<file path="src/rtl/vc_input_unit.sv">
// Router input unit: one FIFO per virtual channel with wormhole route latching,
// on/off backpressure and sticky error flags. Define VC_INPUT_CREDIT_FC_EN for credit flow control.
package vc_input_unit_pkg;
  typedef enum logic [1:0] {
    FLIT_HEADER = 2'd0,
    FLIT_BODY   = 2'd1,
    FLIT_TAIL   = 2'd2,
    FLIT_HT     = 2'd3
  } flit_type_t;

  typedef struct packed {
    flit_type_t  flit_type;
    logic [2:0]  vc_id;
    logic [2:0]  next_hop_port;
  } header_t;

  typedef struct packed {
    header_t     header;
    logic [23:0] payload;
  } flit_t;
endpackage

module vc_input_unit
  import vc_input_unit_pkg::*;
#(
  parameter int VC_NUM        = 2,
  parameter int FIFO_DEPTH    = 4,
  parameter int OFF_THRESHOLD = 1,
  parameter int PORT_NUM      = 5
) (
  input  logic                             clk,
  input  logic                             reset,
  input  logic                             wr_en_in,
  input  flit_t                            flit_in,
  input  logic [VC_NUM-1:0]                sa_grant,
  output flit_t [VC_NUM-1:0]               ip_flit_out,
  output logic  [VC_NUM-1:0]               ip_empty,
  output logic  [VC_NUM-1:0][PORT_NUM-1:0] ip_dest_port,
  output logic  [VC_NUM-1:0]               on_off_out,
  output logic                             err_overflow,
  output logic                             err_protocol
`ifdef VC_INPUT_CREDIT_FC_EN
  ,
  output logic  [VC_NUM-1:0]               credit_out
`endif
);

  localparam int PW = $clog2(FIFO_DEPTH);
  localparam int CW = PW + 1;
  localparam logic [CW-1:0] FULL_LEVEL = CW'(FIFO_DEPTH);
  localparam logic [CW-1:0] STOP_LEVEL = CW'(FIFO_DEPTH - OFF_THRESHOLD);
  localparam logic [3:0]    VC_LIMIT   = 4'(VC_NUM);

  typedef enum logic {ST_IDLE, ST_ACTIVE} pkt_state_t;

  logic [VC_NUM-1:0] w_wr_reject;
  logic [VC_NUM-1:0] w_auto_pop;
  logic              w_bad_vc;
  logic              r_err_overflow;
  logic              r_err_protocol;

  assign w_bad_vc = wr_en_in && ({1'b0, flit_in.header.vc_id} >= VC_LIMIT);

  genvar gi;
  generate
    for (gi = 0; gi < VC_NUM; gi++) begin : g_vc
      flit_t               r_mem [FIFO_DEPTH];
      logic [PW-1:0]       r_wr_ptr;
      logic [PW-1:0]       r_rd_ptr;
      logic [CW-1:0]       r_count;
      logic [CW-1:0]       w_count_next;
      pkt_state_t          r_state;
      pkt_state_t          w_state_next;
      logic [PORT_NUM-1:0] r_route;
      logic [PORT_NUM-1:0] w_route_next;
      logic [PORT_NUM-1:0] w_hop_onehot;
      logic [PORT_NUM-1:0] w_dest;
      flit_t               w_head;
      logic                w_empty;
      logic                w_full;
      logic                w_wr_req;
      logic                w_wr;
      logic                w_pop;

      assign w_head       = r_mem[r_rd_ptr];
      assign w_empty      = (r_count == '0);
      assign w_full       = (r_count == FULL_LEVEL);
      assign w_wr_req     = wr_en_in && (flit_in.header.vc_id == 3'(gi));
      assign w_wr         = w_wr_req && !w_full;
      assign w_wr_reject[gi] = w_wr_req && w_full;
      assign w_hop_onehot = PORT_NUM'(1) << w_head.header.next_hop_port;
      // Body/tail with no open packet cannot be routed, so it is flushed.
      assign w_auto_pop[gi] = !w_empty && (r_state == ST_IDLE) &&
                              ((w_head.header.flit_type == FLIT_BODY) ||
                               (w_head.header.flit_type == FLIT_TAIL));
      assign w_pop        = !w_empty && (sa_grant[gi] || w_auto_pop[gi]);
      assign w_count_next = r_count + CW'(w_wr) - CW'(w_pop);

      always_comb begin
        w_state_next = r_state;
        w_route_next = r_route;
        w_dest       = '0;
        if (!w_empty) begin
          if (r_state == ST_ACTIVE) begin
            w_dest = r_route;
            if (w_pop && ((w_head.header.flit_type == FLIT_TAIL) ||
                          (w_head.header.flit_type == FLIT_HT)))
              w_state_next = ST_IDLE;
          end else if ((w_head.header.flit_type == FLIT_HEADER) ||
                       (w_head.header.flit_type == FLIT_HT)) begin
            w_dest = w_hop_onehot;
            if (w_pop && (w_head.header.flit_type == FLIT_HEADER)) begin
              w_state_next = ST_ACTIVE;
              w_route_next = w_hop_onehot;
            end
          end
        end
      end

      always_ff @(posedge clk or posedge reset) begin
        if (reset) begin
          r_wr_ptr <= '0;
          r_rd_ptr <= '0;
          r_count  <= '0;
          r_state  <= ST_IDLE;
          r_route  <= '0;
        end else begin
          if (w_wr)  r_wr_ptr <= r_wr_ptr + PW'(1);
          if (w_pop) r_rd_ptr <= r_rd_ptr + PW'(1);
          r_count <= w_count_next;
          r_state <= w_state_next;
          r_route <= w_route_next;
        end
      end

      always_ff @(posedge clk) begin
        if (!reset && w_wr) r_mem[r_wr_ptr] <= flit_in;
      end

`ifdef VC_INPUT_CREDIT_FC_EN
      logic r_credit;
      always_ff @(posedge clk or posedge reset) begin
        if (reset) r_credit <= 1'b0;
        else       r_credit <= w_pop;
      end
      assign credit_out[gi] = r_credit;
      assign on_off_out[gi] = 1'b0;
`else
      logic r_on_off;
      always_ff @(posedge clk or posedge reset) begin
        if (reset) r_on_off <= 1'b0;
        else       r_on_off <= (w_count_next >= STOP_LEVEL);
      end
      assign on_off_out[gi] = r_on_off;
`endif

      assign ip_flit_out[gi]  = w_head;
      assign ip_empty[gi]     = w_empty;
      assign ip_dest_port[gi] = w_dest;
    end
  endgenerate

  always_ff @(posedge clk or posedge reset) begin
    if (reset) begin
      r_err_overflow <= 1'b0;
      r_err_protocol <= 1'b0;
    end else begin
      r_err_overflow <= r_err_overflow | w_bad_vc | (|w_wr_reject);
      r_err_protocol <= r_err_protocol | (|w_auto_pop);
    end
  end

  assign err_overflow = r_err_overflow;
  assign err_protocol = r_err_protocol;

endmodule

</file>
<file path="config.mk">
export PLATFORM = sky130hd
export DESIGN_NAME = vc_input_unit
export DESIGN_NICKNAME = d
export VERILOG_FILES = /design/src/rtl/vc_input_unit.sv
export SDC_FILE = /design/constraint.sdc
export NUM_CORES = 1
export LEC_CHECK = 0
export BUFFER_PORTS_ARGS = -buffer_cell sky130_fd_sc_hd__buf_2
export CAP_MARGIN = 20
export CORE_ASPECT_RATIO = 0.5
export CORE_UTILIZATION = 40
export CTS_BUF_LIST = sky130_fd_sc_hd__clkbuf_8 sky130_fd_sc_hd__clkbuf_16
export DETAILED_ROUTE_END_ITERATION = 16
export PLACE_DENSITY_LB_ADDON = 0.3
export SLEW_MARGIN = 20
export SYNTH_ARGS = -nofsm -noshare
export SYNTH_HDL_FRONTEND = slang
export SYNTH_SLANG_ARGS = --single-unit
</file>
<file path="constraint.sdc">
create_clock -name clk -period 4.8 [get_ports clk]
set_input_delay 0.48 -clock clk [delete_from_list [all_inputs] [get_ports clk]]
set_output_delay 0.48 -clock clk [all_outputs]
set_load 0.005 [all_outputs]
</file>
==> results by group, run 1 <==
Floorplanning
  • Die width: about 240 um
  • Die Y: ~120 um
  • Die area: 0.0285 sq mm
  • Ports: approximately 120
  • Starting Density: 0.414
  • FP Rows: 42
  • CORE AREA: ~0.027 sq mm

Setup path
  • CP cell instances: mux4_2, inv_1, ha_1, nor2b_1, o21ai_0, inv_1, ha_1, inv_1, ha_1, fa_1, xnor2_1, a21o_1
  • Reg2reg path depth: 12
  • Crit path to: g_vc[0].r_on_off
  • Largest driver fanout on the critical path: 10
  • Critical path arrival: roughly 3.8 ns
  • Critical path class: reg2reg
  • Reg-to-reg endpoint: g_vc[0].r_on_off
  • Reg2Reg Setup Slack: around 1.4 ns
  • Startpoint types: flop
  • Worst setup path startpoint: g_vc[0].r_rd_ptr[0]
  • WP data required: 5.22 ns
  • FF-to-FF Start: g_vc[0].r_rd_ptr[0]
  • Max incr delay on CP: 0.60 ns
  • CP Capture Type: flop
  • Slowest stage cell on the critical path: mux4_2

Power and ir drop
  • Power per cell area: around 550 mW/mm^2
  • Worst vdd ir: 0.000266 V
  • Leak: between 4 and 5 nW
  • Power, Total: 7.10 mW

Yosys
  • Sequential fraction of the synthesis area: 0.760
  • Top cell type's share of synthesized area: 0.692
  • Syn_nets: roughly 560
  • Top_reg_cell synth: edfxtp_1
  • Number of synthesized register bits: 286
  • Cell accounting for the most synthesized area: edfxtp_1
  • Asr flop ratio synth: 0.105
  • Unique masters post-synth: between 40 and 50
  • Post-Syn Area: 0.0111 sq mm
  • Synthesis warning total: 0
  • Post-synth EDFFs: between 200 and 300
  • Synth Area per Inst: between 20 and 25 sq um
  • Largest cells by area after synthesis: edfxtp_1 69%, mux4_2 13%, dfrtp_1 6.8%, ha_1 1.9%, mux2_2 1.1%
  • Post-Syn Instances: just over 500

Global routing
  • Congestion Overflow GR: 0
  • Vias in the first global route: 5463
  • First-pass GRT wire length: about 32 mm
  • Largest net degree at the start of global routing: 33
  • Overall global routing resource usage: 0.151
  • Initial antenna violation count: 1

Cells and area
  • Fraction of layout cells with a size suffix above 1: 0.387
  • Area Overhead vs Synth: 17.2%
  • Final core occ: 0.485
  • Layout Nets: 694
  • Finished Layout Cells: between 1k and 1.5k

CTS
  • CTS clk-pin slew, worst paths: 0.06 ns
  • CTS tree: built
  • Post-CTS setup buffers: 0
  • Max Buffers Root-to-Sink: 3
  • Cts hold-fix bufs: 1
  • Worst-skew pair later-pin latency: around 0.53 ns
  • CTS H-Tree Depth: 1
  • Inserted Clock Buffers: 27
  • Post-CTS Resized: 0
  • Root Buffer: clkbuf_16
  • Clock sinks: between 200 and 300

Timing
  • Final Cycle Share: 0.699
  • Final min period: 3.35 ns
  • RSZ-0062 raised after global routing: false
  • Slew headroom: 0.276
  • Setup TNS: 0 ns
  • Worst slew pin tran: approximately 1.1 ns
  • Final setup fails: 0
  • Fmax: just under 300 MHz
  • Final setup skew: about 0.015 ns
  • Final-report hold violation count: 0
  • Max Transition Viols Final: 0

Placed design
  • Quantity of I/O buffers inserted on ports: approximately 120
  • Dpl hpwl: between 10 and 15 mm
  • Dpl cells: around 1000
  • Gpl congestion: 0.739

Routing
  • Detailed-router iteration count before antenna repair: 4
  • Antenna viol nets, final: 0
  • Routed WL per cell: about 20 um
  • DR vias/cell: between 5 and 6
  • Iter 0 DRT Violations: 424
  • Final Routed Wirelength: 21.0 mm
  • DRC Markers: 0
  • Via count: between 5k and 6k

Hold path
  • HP Class: in2reg

Flow run
  • Max_cap viols: 0

Status
  • Status: finished clean
[state kept, by name, summed over array words and instances (netlist names)]
name and count:
err_protocol 1, g_vc.r_on_off 2, g_vc.r_wr_ptr 4, err_overflow 1, g_vc.r_state 2, g_vc.r_rd_ptr 4
g_vc.r_mem 256, g_vc.r_route 10, g_vc.r_count 6
[stage by stage]
stage	setup WS (ns)	area [sq um]	hold slack (ns)
floorplan	1.02	11100	0.451
global placement	1.46	12200	0.438
detailed placement	1.40	12200	0.443
CTS	1.40	13000	0.173
global route	1.25	13000	0.192
finish	1.45	13000	0.196
[critical path: cells and delay by family, from the launching register on]
family                   cells  cell delay [ns]
buffers and inverters        3             0.22
AO/OA/AOI/OAI                2             0.40
adder cells (fa/ha/maj)      4             1.14
AND/OR/NAND/NOR              1             0.18
flip-flops                   1             0.56
XOR/XNOR                     1             0.15
multiplexers                 1             0.60
[final cells by class]
type	count	area (sq um)
antenna	1	2.50
clock buffer	27	676
clock inverter	23	166
fill	2179	13800
inverter	19	71.3
multi-input combinational	177	2490
sequential	286	8440
tap	374	468
timing repair buffer	127	703
[Yosys cell counts, drive strengths merged, types with 5 or more instances]
cell / number
clkbuf: 9
nor2: 5
edfxtp: 256
dfrtp: 30
ha: 17
nor3b: 11
buf: 14
inv: 19
mux4: 64
mux2: 12
xnor2: 9
nor2b: 5
a22o: 6
[power breakdown]
group	switching [mW]	internal [mW]	total, mW
clock network	0.880	1.13	2.01
registers	0.133	2.88	3.01
logic	1.04	1.04	2.08
[worst min path at each step]
stage,start,end,slack [ns],depth (start not counted)
3_5_place_dp,err_overflow,err_overflow,0.44,1
6_report,wr_en_in,err_overflow,0.20,2
4_1_cts,wr_en_in,err_overflow,0.17,2
3_3_place_gp,err_overflow,err_overflow,0.44,1
2_1_floorplan,err_overflow,err_overflow,0.45,1
5_1_grt,flit_in[14],g_vc[0].r_mem[0][14],0.19,1
[layout by cell type (no fill, tap or decap), drive strengths merged, types with 2 or more instances in the layout]
cell type  Yosys  routed
edfxtp       256     256
clkinv         0      11
o211ai         4       4
and3b          2       2
mux4          64      64
a32o           4       4
or3            3       3
buf           14     126
nor2           5       5
nor4           3       3
o2111ai        2       2
or3b           2       2
nor2b          5       5
inv           19      27
a21o           3       3
mux2          12      12
clkinvlp       0       2
nor3b         11      11
a22o           6       6
clkbuf         9      27
fa             2       2
nand2          2       2
dfrtp         30      30
bufinv         0       2
nor3           4       4
xnor2          9       9
and2           4       4
ha            17      17
xor2           2       2
o21ai          4       4
[cells by family after synthesis]
kind of cell             share of synthesized area
flip-flops                                   0.760
buffers and inverters                       0.0189
AND/OR/NAND/NOR                             0.0298
AO/OA/AOI/OAI                               0.0182
XOR/XNOR                                   0.00867
multiplexers                                 0.142
adder cells (fa/ha/maj)                     0.0228
[layer usage]
| metal | part of all wire | wire (um) | global-route usage |
|---|---|---|---|
| met1 | 0.47 | 9890 | 0.214 |
| met4 | 0.019 | 395 | 0.0331 |
| met2 | 0.47 | 9950 | 0.243 |
| met5 | 0 | 0 | 0 |
| met3 | 0.036 | 751 | 0.0290 |
Power figures use the tool's default switching activity.
==> inputs of run 2 (changes only) <==
--- a/config.mk
+++ b/config.mk
@@ -5,6 +5,7 @@
 export SDC_FILE = /design/constraint.sdc
 export NUM_CORES = 1
 export LEC_CHECK = 0
+export ABC_AREA = 1
 export BUFFER_PORTS_ARGS = -buffer_cell sky130_fd_sc_hd__buf_2
 export CAP_MARGIN = 20
 export CORE_ASPECT_RATIO = 0.5
==> constraint.sdc (replaced) <==
create_clock -name clk -period 3.15 [get_ports clk]
set_input_delay 0.315 -clock clk [delete_from_list [all_inputs] [get_ports clk]]
set_output_delay 0.315 -clock clk [all_outputs]
set_load 0.005 [all_outputs]
==> results by group, run 2 <==
Setup path
  • Reg2Reg Setup Slack: 0.18 ns (-1.27 ns)
  • Critical path arrival: 3.39 ns (-0.38 ns)
  • Reg2reg path depth: 16 (+4)
  • Startpoint types: flop
  • Slowest stage cell on the critical path: dfrtp_2
  • CP Capture Type: flop
  • WP data required: 3.57 ns (-1.65 ns)
  • Reg-to-reg endpoint: g_vc[1].r_on_off
  • Max incr delay on CP: 0.45 ns (-0.15 ns)
  • FF-to-FF Start: g_vc[1].r_rd_ptr[0]
  • Critical path class: reg2reg
  • CP cell instances: inv_2, nand2_1, a32oi_2, inv_1, ha_1, inv_1, nor2_1, o21ai_2, inv_4, o21ai_2, nand2_1, ha_1, fa_1, xnor2_1, xor2_1, a21o_1
  • Largest driver fanout on the critical path: 6 (-4)

Hold path
  • HP Class: in2reg
  • Hold Startpoint: wr_en_in
  • Worst hold path depth: 3 (+1)
  • Hold EP: err_overflow

Yosys
  • Synth Area in Adders: 0.0221 (-0.000698)
  • Sequential fraction of the synthesis area: 0.736 (-0.0233)
  • Synth Area per Inst: 13.3 sq um (-40%)
  • Most frequent cell after synthesis: edfxtp_1
  • Top cell type's share of synthesized area: 0.671 (-0.0212)
  • Number of synthesized register bits: 286 (unchanged)
  • Largest cells by area after synthesis: edfxtp_1 67%, dfrtp_1 6.6%, o21ai_0 4.9%, nor2_1 4.5%, o22ai_1 2.9%
  • Synthesis warning total: 0 (unchanged)
  • Unique masters post-synth: 32 (-22%)
  • Leading cell types by count after synthesis: 256 x edfxtp_1, 136 x nor2_1, 112 x o21ai_0, 73 x nand2_1, 54 x o22ai_1
  • Synth Area in XOR/XNOR: 0.00535 (-0.00332)
  • Asr flop ratio synth: 0.105 (unchanged)
  • Cell accounting for the most synthesized area: edfxtp_1
  • Post-Syn Area: 0.0115 sq mm (+3.2%)
  • Largest family of logic cells by synthesized area: simple AND/OR/NAND/NOR gates
  • Post-Syn Instances: 862 (+71%)
  • Post-synth EDFFs: 256 (unchanged)
  • Top_reg_cell synth: edfxtp_1
  • Syn_nets: 918 (+64%)
  • Simple-gate portion of the synthesized area: 0.101 (+0.0713)
  • Mux cell area share after synthesis: 0 (-0.142)
  • Synth Area in Compound Gates: 0.0961 (+0.0778)

Global routing
  • Initial antenna violation count: 1 (unchanged)
  • Congestion Overflow GR: 0 (unchanged)
  • Overall global routing resource usage: 0.174 (+0.0235)
  • M2 GR Usage: 0.291 (+0.0479)
  • Met3 usage: 0.0256 (-0.00338)
  • Vias in the first global route: 6931 (+27%)
  • Largest net degree at the start of global routing: 61 (+85%)
  • First-pass GRT wire length: 39.2 mm (+21%)
  • GR Layer Usage met1: 0.245 (+0.0318)
  • Grt peak-use layer: met2

Placed design
  • Gpl congestion: 0.785 (+6.1%)
  • Quantity of I/O buffers inserted on ports: 116 (unchanged)
  • Dpl cells: 1338 (+36%)
  • Dpl hpwl: 15.0 mm (+17%)
  • Place WS: 0.0965 ns (-1.31 ns)

Timing
  • Slew headroom: 0.571 (+0.295)
  • RSZ-0062 raised after global routing: true
  • Max Transition Viols Final: 0 (unchanged)
  • Final-report hold violation count: 0 (unchanged)
  • Worst slew pin tran: 0.643 ns (-0.438 ns)
  • Fmax: 337 MHz (+13%)
  • Final Cycle Share: 0.943 (+0.245)
  • Final min period: 2.97 ns (-0.381 ns)
  • Worst setup margin: 0.178 ns (-1.27 ns)
  • Final setup fails: 0 (unchanged)
  • Setup TNS: 0 ns (unchanged)
  • Final setup skew: 0.0192 ns (+0.00436 ns)

Floorplanning
  • FP Rows: 43 (+2.4%)
  • Die area: 0.0294 sq mm (+3.1%)
  • Die width: 241 um (+1.6%)
  • Ports: 117 (unchanged)
  • Die Y: 122 um (+1.5%)
  • CORE AREA: 0.0279 sq mm (+4.0%)
  • Starting Density: 0.410 (-0.00326)

Cells and area
  • Layout Nets: 1047 (+51%)
  • Finished Layout Cells: 1393 (+35%)
  • Commonest non-fill, non-tap cell in the layout: edfxtp_1
  • Fraction of layout cells with a size suffix above 1: 0.240 (-0.147)
  • Biggest register: g_vc.r_mem
  • Commonest non-fill, non-tap cells in the layout: 256 x edfxtp_1, 128 x nor2_1, 116 x buf_2
  • Max reg flops: 256 (unchanged)
  • Area Overhead vs Synth: 17.8%
  • Final core occ: 0.483 (-0.00142)
  • Largest regs: g_vc.r_mem: 256 flops, g_vc.r_route: 10 flops, g_vc.r_count: 6 flops

Power and ir drop
  • Worst vdd ir: 0.000476 V (+79%)
  • Leak: 4.90 nW (+8.0%)
  • Power, Total: 12.0 mW (+69%)
  • Power per cell area: 891 mW/mm^2 (+63%)

Routing
  • DRC Markers: 0 (unchanged)
  • Final Routed Wirelength: 25.2 mm (+20%)
  • Via count: 7063 (+34%)
  • DR vias/cell: 5.07 (-0.21%)
  • Antenna viol nets, final: 0 (unchanged)
  • Routed WL per cell: 18.1 um (-11%)
  • Iter 0 DRT Violations: 623 (+47%)
  • Detailed-router iteration count before antenna repair: 5 (+1)

Status
  • Status: finished clean

CTS
  • Max Buffers Root-to-Sink: 3 (unchanged)
  • Worst-skew pair later-pin latency: 0.54 ns (about the same)
  • CTS H-Tree Depth: 1 (unchanged)
  • Clock sinks: 286 (unchanged)
  • CTS clk-pin slew, worst paths: 0.07 ns (about the same)
  • Root Buffer: clkbuf_16
  • Inserted Clock Buffers: 26 (-3.7%)
  • CTS tree: built

Flow run
  • Max_cap viols: 0 (unchanged)
==> run 2: cell count changes in the layout (fill, tap and decap cells not counted), sizes merged, moves of 12 or more <==
cell,change
nor2,+133
o21ai,+119
nand2,+83
mux4,-64
o22ai,+54
nand3,+25
inv,+23
buf,+21
a21oi,+14
mux2,-12
==> run 2: routing by layer <==
layer  vias to the layer above  part of all wire  routed length (um)
met5                         -                 0                   0
met4                         0             0.010                 255
met3                        21             0.048                1210
met2                       156              0.48               12200
met1                      3521              0.46               11500
li1                       3365                 -                   -
==> run 2: how the worst max path moves through the flow <==
| stage | from | endpoint | slack [ns] | cells past startpoint |
|---|---|---|---|---|
| 4_1_cts | g_vc[1].r_rd_ptr[0] | g_vc[1].r_on_off | 0.07 | 16 |
| 6_report | g_vc[1].r_rd_ptr[0] | g_vc[1].r_on_off | 0.18 | 16 |
| 5_1_grt | g_vc[1].r_rd_ptr[0] | g_vc[1].r_on_off | -0.05 | 16 |
| 3_3_place_gp | g_vc[1].r_rd_ptr[0] | g_vc[1].r_on_off | 0.21 | 16 |
| 3_5_place_dp | g_vc[1].r_rd_ptr[0] | g_vc[1].r_on_off | 0.1 | 16 |
| 2_1_floorplan | g_vc[1].r_rd_ptr[0] | g_vc[1].r_on_off | 0.01 | 19 |
==> run 2: cell type report <==
class                           count  area, sq um
Timing Repair Buffer              148          923
Sequential cell                   286         8440
Inverter                           46          175
Fill cell                        2413        14400
Multi-Input combinational cell    483         2660
Clock buffer                       26          651
Clock inverter                     21          170
Antenna cell                        1         2.50
Tap cell                          382          478
==> run 2: cell families after synthesis <==
logic type,Yosys count
buf+inv,93
simple gates,259
fa+ha+maj,19
xor+xnor,7
compound gates,198
flops,286
==> run 2: power breakdown <==
part | leakage, nW | internal [mW] | switching (mW)
sequential | 2.66 | 4.37 | 0.180
clock | 0.414 | 1.67 | 1.34
combinational | 1.82 | 1.62 | 2.85
==> run 2: worst max-delay path, delay by kind of cell (launching register included) <==
family,cells,cell delay [ns]
fa+ha+maj,3,0.89
compound gates,4,0.69
flops,1,0.45
buf+inv,4,0.33
xor+xnor,2,0.31
simple gates,3,0.20
==> run 2: repair_timing <==
action	CTS	global route
setup buffers	0	6
endpoints found under the hold margin	5	0
endpoints found under the setup margin	0	3
resized for setup	0	1
hold buffers	1	0
==> run 2: stage by stage <==
stage / hold WS, ns / area, sq um
floorplan: 0.414 / 11500
global placement: 0.330 / 12600
detailed placement: 0.319 / 12600
CTS: 0.0261 / 13400
global route: 0.0406 / 13500
finish: 0.0463 / 13500
==> inputs of run 3 (changes only) <==
==> constraint.sdc (replaced) <==
create_clock -name clk -period 3.2 [get_ports clk]
set_input_delay 0.32 -clock clk [delete_from_list [all_inputs] [get_ports clk]]
set_output_delay 0.32 -clock clk [all_outputs]
set_load 0.1 [all_outputs]
==> results by group, run 3 (synthesized netlist as in run 2, its figures left out) <==
Setup path
  • WP data required: 3.62 ns (+0.05 ns)
  • Crit-path leading delay family: adder cells
  • Largest driver fanout on the critical path: 8 (+2)
  • Reg2reg path depth: 16 (unchanged)
  • Critical path class: reg2reg
  • FF-to-FF Start: g_vc[1].r_rd_ptr[0]
  • Startpoint types: flop
  • Critical path arrival: 3.42 ns (+0.03 ns)
  • CP Capture Type: flop
  • WP buf/inv: 4 (unchanged)
  • Slowest stage cell on the critical path: dfrtp_2
  • Reg-to-reg endpoint: g_vc[1].r_on_off
  • Reg2Reg Setup Slack: 0.20 ns (+0.02 ns)
  • Max incr delay on CP: 0.47 ns (+0.02 ns)
  • CP cell instances: inv_2, nand2_1, a32oi_4, inv_2, ha_1, inv_1, nor2_1, o21ai_2, inv_4, o21ai_4, nand2_1, ha_2, fa_2, xnor2_1, xor2_1, a21o_1

Hold path
  • Worst hold path depth: 1 (-2)
  • Hold Startpoint: flit_in[7]
  • Hold EP: g_vc[1].r_mem[3][7]
  • HP Class: in2reg

Global routing
  • Largest net degree at the start of global routing: 62 (+1.6%)
  • Initial antenna violation count: 0 (-1)
  • Vias in the first global route: 7002 (+1.0%)
  • Overall global routing resource usage: 0.178 (+0.00408)
  • First-pass GRT wire length: 39.7 mm (+1.3%)
  • Congestion Overflow GR: 0 (unchanged)

Routing
  • Final Routed Wirelength: 25.6 mm (+1.8%)
  • DRC Markers: 0 (unchanged)
  • Detailed-router iteration count before antenna repair: 5 (unchanged)
  • Iter 0 DRT Violations: 508 (-18%)
  • Antenna viol nets, final: 0 (unchanged)
  • Routed WL per cell: 18.4 um (+1.9%)
  • Via count: 7109 (+0.65%)
  • DR vias/cell: 5.11 (+0.80%)

Timing
  • RSZ-0062 raised after global routing: false
  • Final min period: 3.00 ns (+0.0294 ns)
  • Final-report hold violation count: 0 (unchanged)
  • Final setup fails: 0 (unchanged)
  • Fmax: 333 MHz (-0.98%)
  • Max Transition Viols Final: 0 (unchanged)
  • Worst slew pin tran: 0.664 ns (+0.0208 ns)
  • Final Cycle Share: 0.938 (-0.00554)
  • Slew headroom: 0.557 (-0.0139)
  • Final setup skew: 0.0324 ns (+0.0132 ns)

Floorplanning
  • CORE AREA: 0.0279 sq mm (unchanged)
  • Starting Density: 0.410 (unchanged)
  • Die Y: 122 um (unchanged)
  • Ports: 117 (unchanged)
  • FP Rows: 43 (unchanged)
  • Die width: 241 um (unchanged)
  • Die area: 0.0294 sq mm (unchanged)

Cells and area
  • Largest regs: g_vc.r_mem: 256 flops, g_vc.r_route: 10 flops, g_vc.r_count: 6 flops
  • Max reg flops: 256 (unchanged)
  • Inserted Diodes: 0 (-1)
  • Fraction of layout cells with a size suffix above 1: 0.264 (+0.0240)
  • Biggest register: g_vc.r_mem
  • Layout Nets: 1045 (-0.19%)
  • Fillers: 2321 (-3.8%)
  • Finished Layout Cells: 1391 (-0.14%)
  • Commonest non-fill, non-tap cell in the layout: edfxtp_1
  • Finished layout cell area: 0.0142 sq mm (+5.4%)
  • Commonest non-fill, non-tap cells in the layout: 256 x edfxtp_1, 125 x nor2_1, 111 x o21ai_0
  • Area Overhead vs Synth: 24.2%

Placed design
  • Dpl hpwl: 15.6 mm (+4.5%)
  • Dpl cells: 1342 (+0.30%)
  • Gpl congestion: 0.782 (-0.32%)
  • Area after DPL: 0.0134 sq mm (+6.0%)
  • Quantity of I/O buffers inserted on ports: 116 (unchanged)

CTS
  • Root Buffer: clkbuf_16
  • CTS H-Tree Depth: 1 (unchanged)
  • Post-CTS setup buffers: 0 (unchanged)
  • CTS clk-pin slew, worst paths: 0.06 ns (about the same)
  • Worst-skew pair later-pin latency: 0.55 ns (about the same)
  • CTS tree: built
  • Clock sinks: 286 (unchanged)
  • Max Buffers Root-to-Sink: 3 (unchanged)
  • Inserted Clock Buffers: 26 (unchanged)

Status
  • Status: finished clean

Flow run
  • Max_cap viols: 0 (unchanged)
-- run 3: worst max-delay path by stage --
stage | start | endpoint | slack [ns] | cells after the start
floorplan | g_vc[1].r_rd_ptr[0] | g_vc[1].r_on_off | -0.33 | 19
global placement | g_vc[1].r_rd_ptr[0] | g_vc[1].r_on_off | 0.28 | 16
detailed placement | g_vc[1].r_rd_ptr[0] | g_vc[1].r_on_off | 0.20 | 16
CTS | g_vc[1].r_rd_ptr[0] | ip_dest_port[5] | 0.10 | 9
global route | g_vc[1].r_rd_ptr[0] | g_vc[1].r_on_off | 0.003 | 16
finish | g_vc[1].r_rd_ptr[0] | g_vc[1].r_on_off | 0.20 | 16
-- run 3: cell type report --
class / count / area [sq um] / share of cell area
Clock buffer: 26 / 651 / 0.0457
Clock inverter: 22 / 200 / 0.0141
Inverter: 46 / 175 / 0.0123
Multi-Input combinational cell: 483 / 2910 / 0.204
Sequential cell: 286 / 8440 / 0.593
Tap cell: 382 / 478 / 0.0336
Timing Repair Buffer: 146 / 1380 / 0.0972
-- run 3: per-layer routing --
metal  global-route usage  routed length [um]  part of all wire
met5                    0                   0                 0
met3               0.0249                1000             0.039
met4               0.0514                 616             0.024
met1                0.246               11700              0.46
met2                0.295               12300              0.48
-- run 3: what timing repair did --
item                                    in CTS  in global routing
hold buffers                                 1                  0
resized for setup                            0                  1
endpoints found under the setup margin       0                  6
hold endpoints to repair                     4                  0
-- run 3: per-stage QoR --
step / worst slack (ns) / setup TNS [ns] / hold WS [ns] / util
6_report: 0.199 / 0 / 0.0326 / 0.510
4_1_cts: 0.102 / 0 / 0.0184 / 0.510
3_3_place_gp: 0.276 / 0 / 0.286 / 0.479
2_1_floorplan: -0.332 / -1.54 / 0.419 / -
5_1_grt: 0.00278 / 0 / 0.0378 / 0.510
3_5_place_dp: 0.198 / 0 / 0.282 / 0.479
Power of run 3 is left out: the tool's default activity adds up to more than one toggle a clock period on the data nets, which glitch-free logic cannot reach.
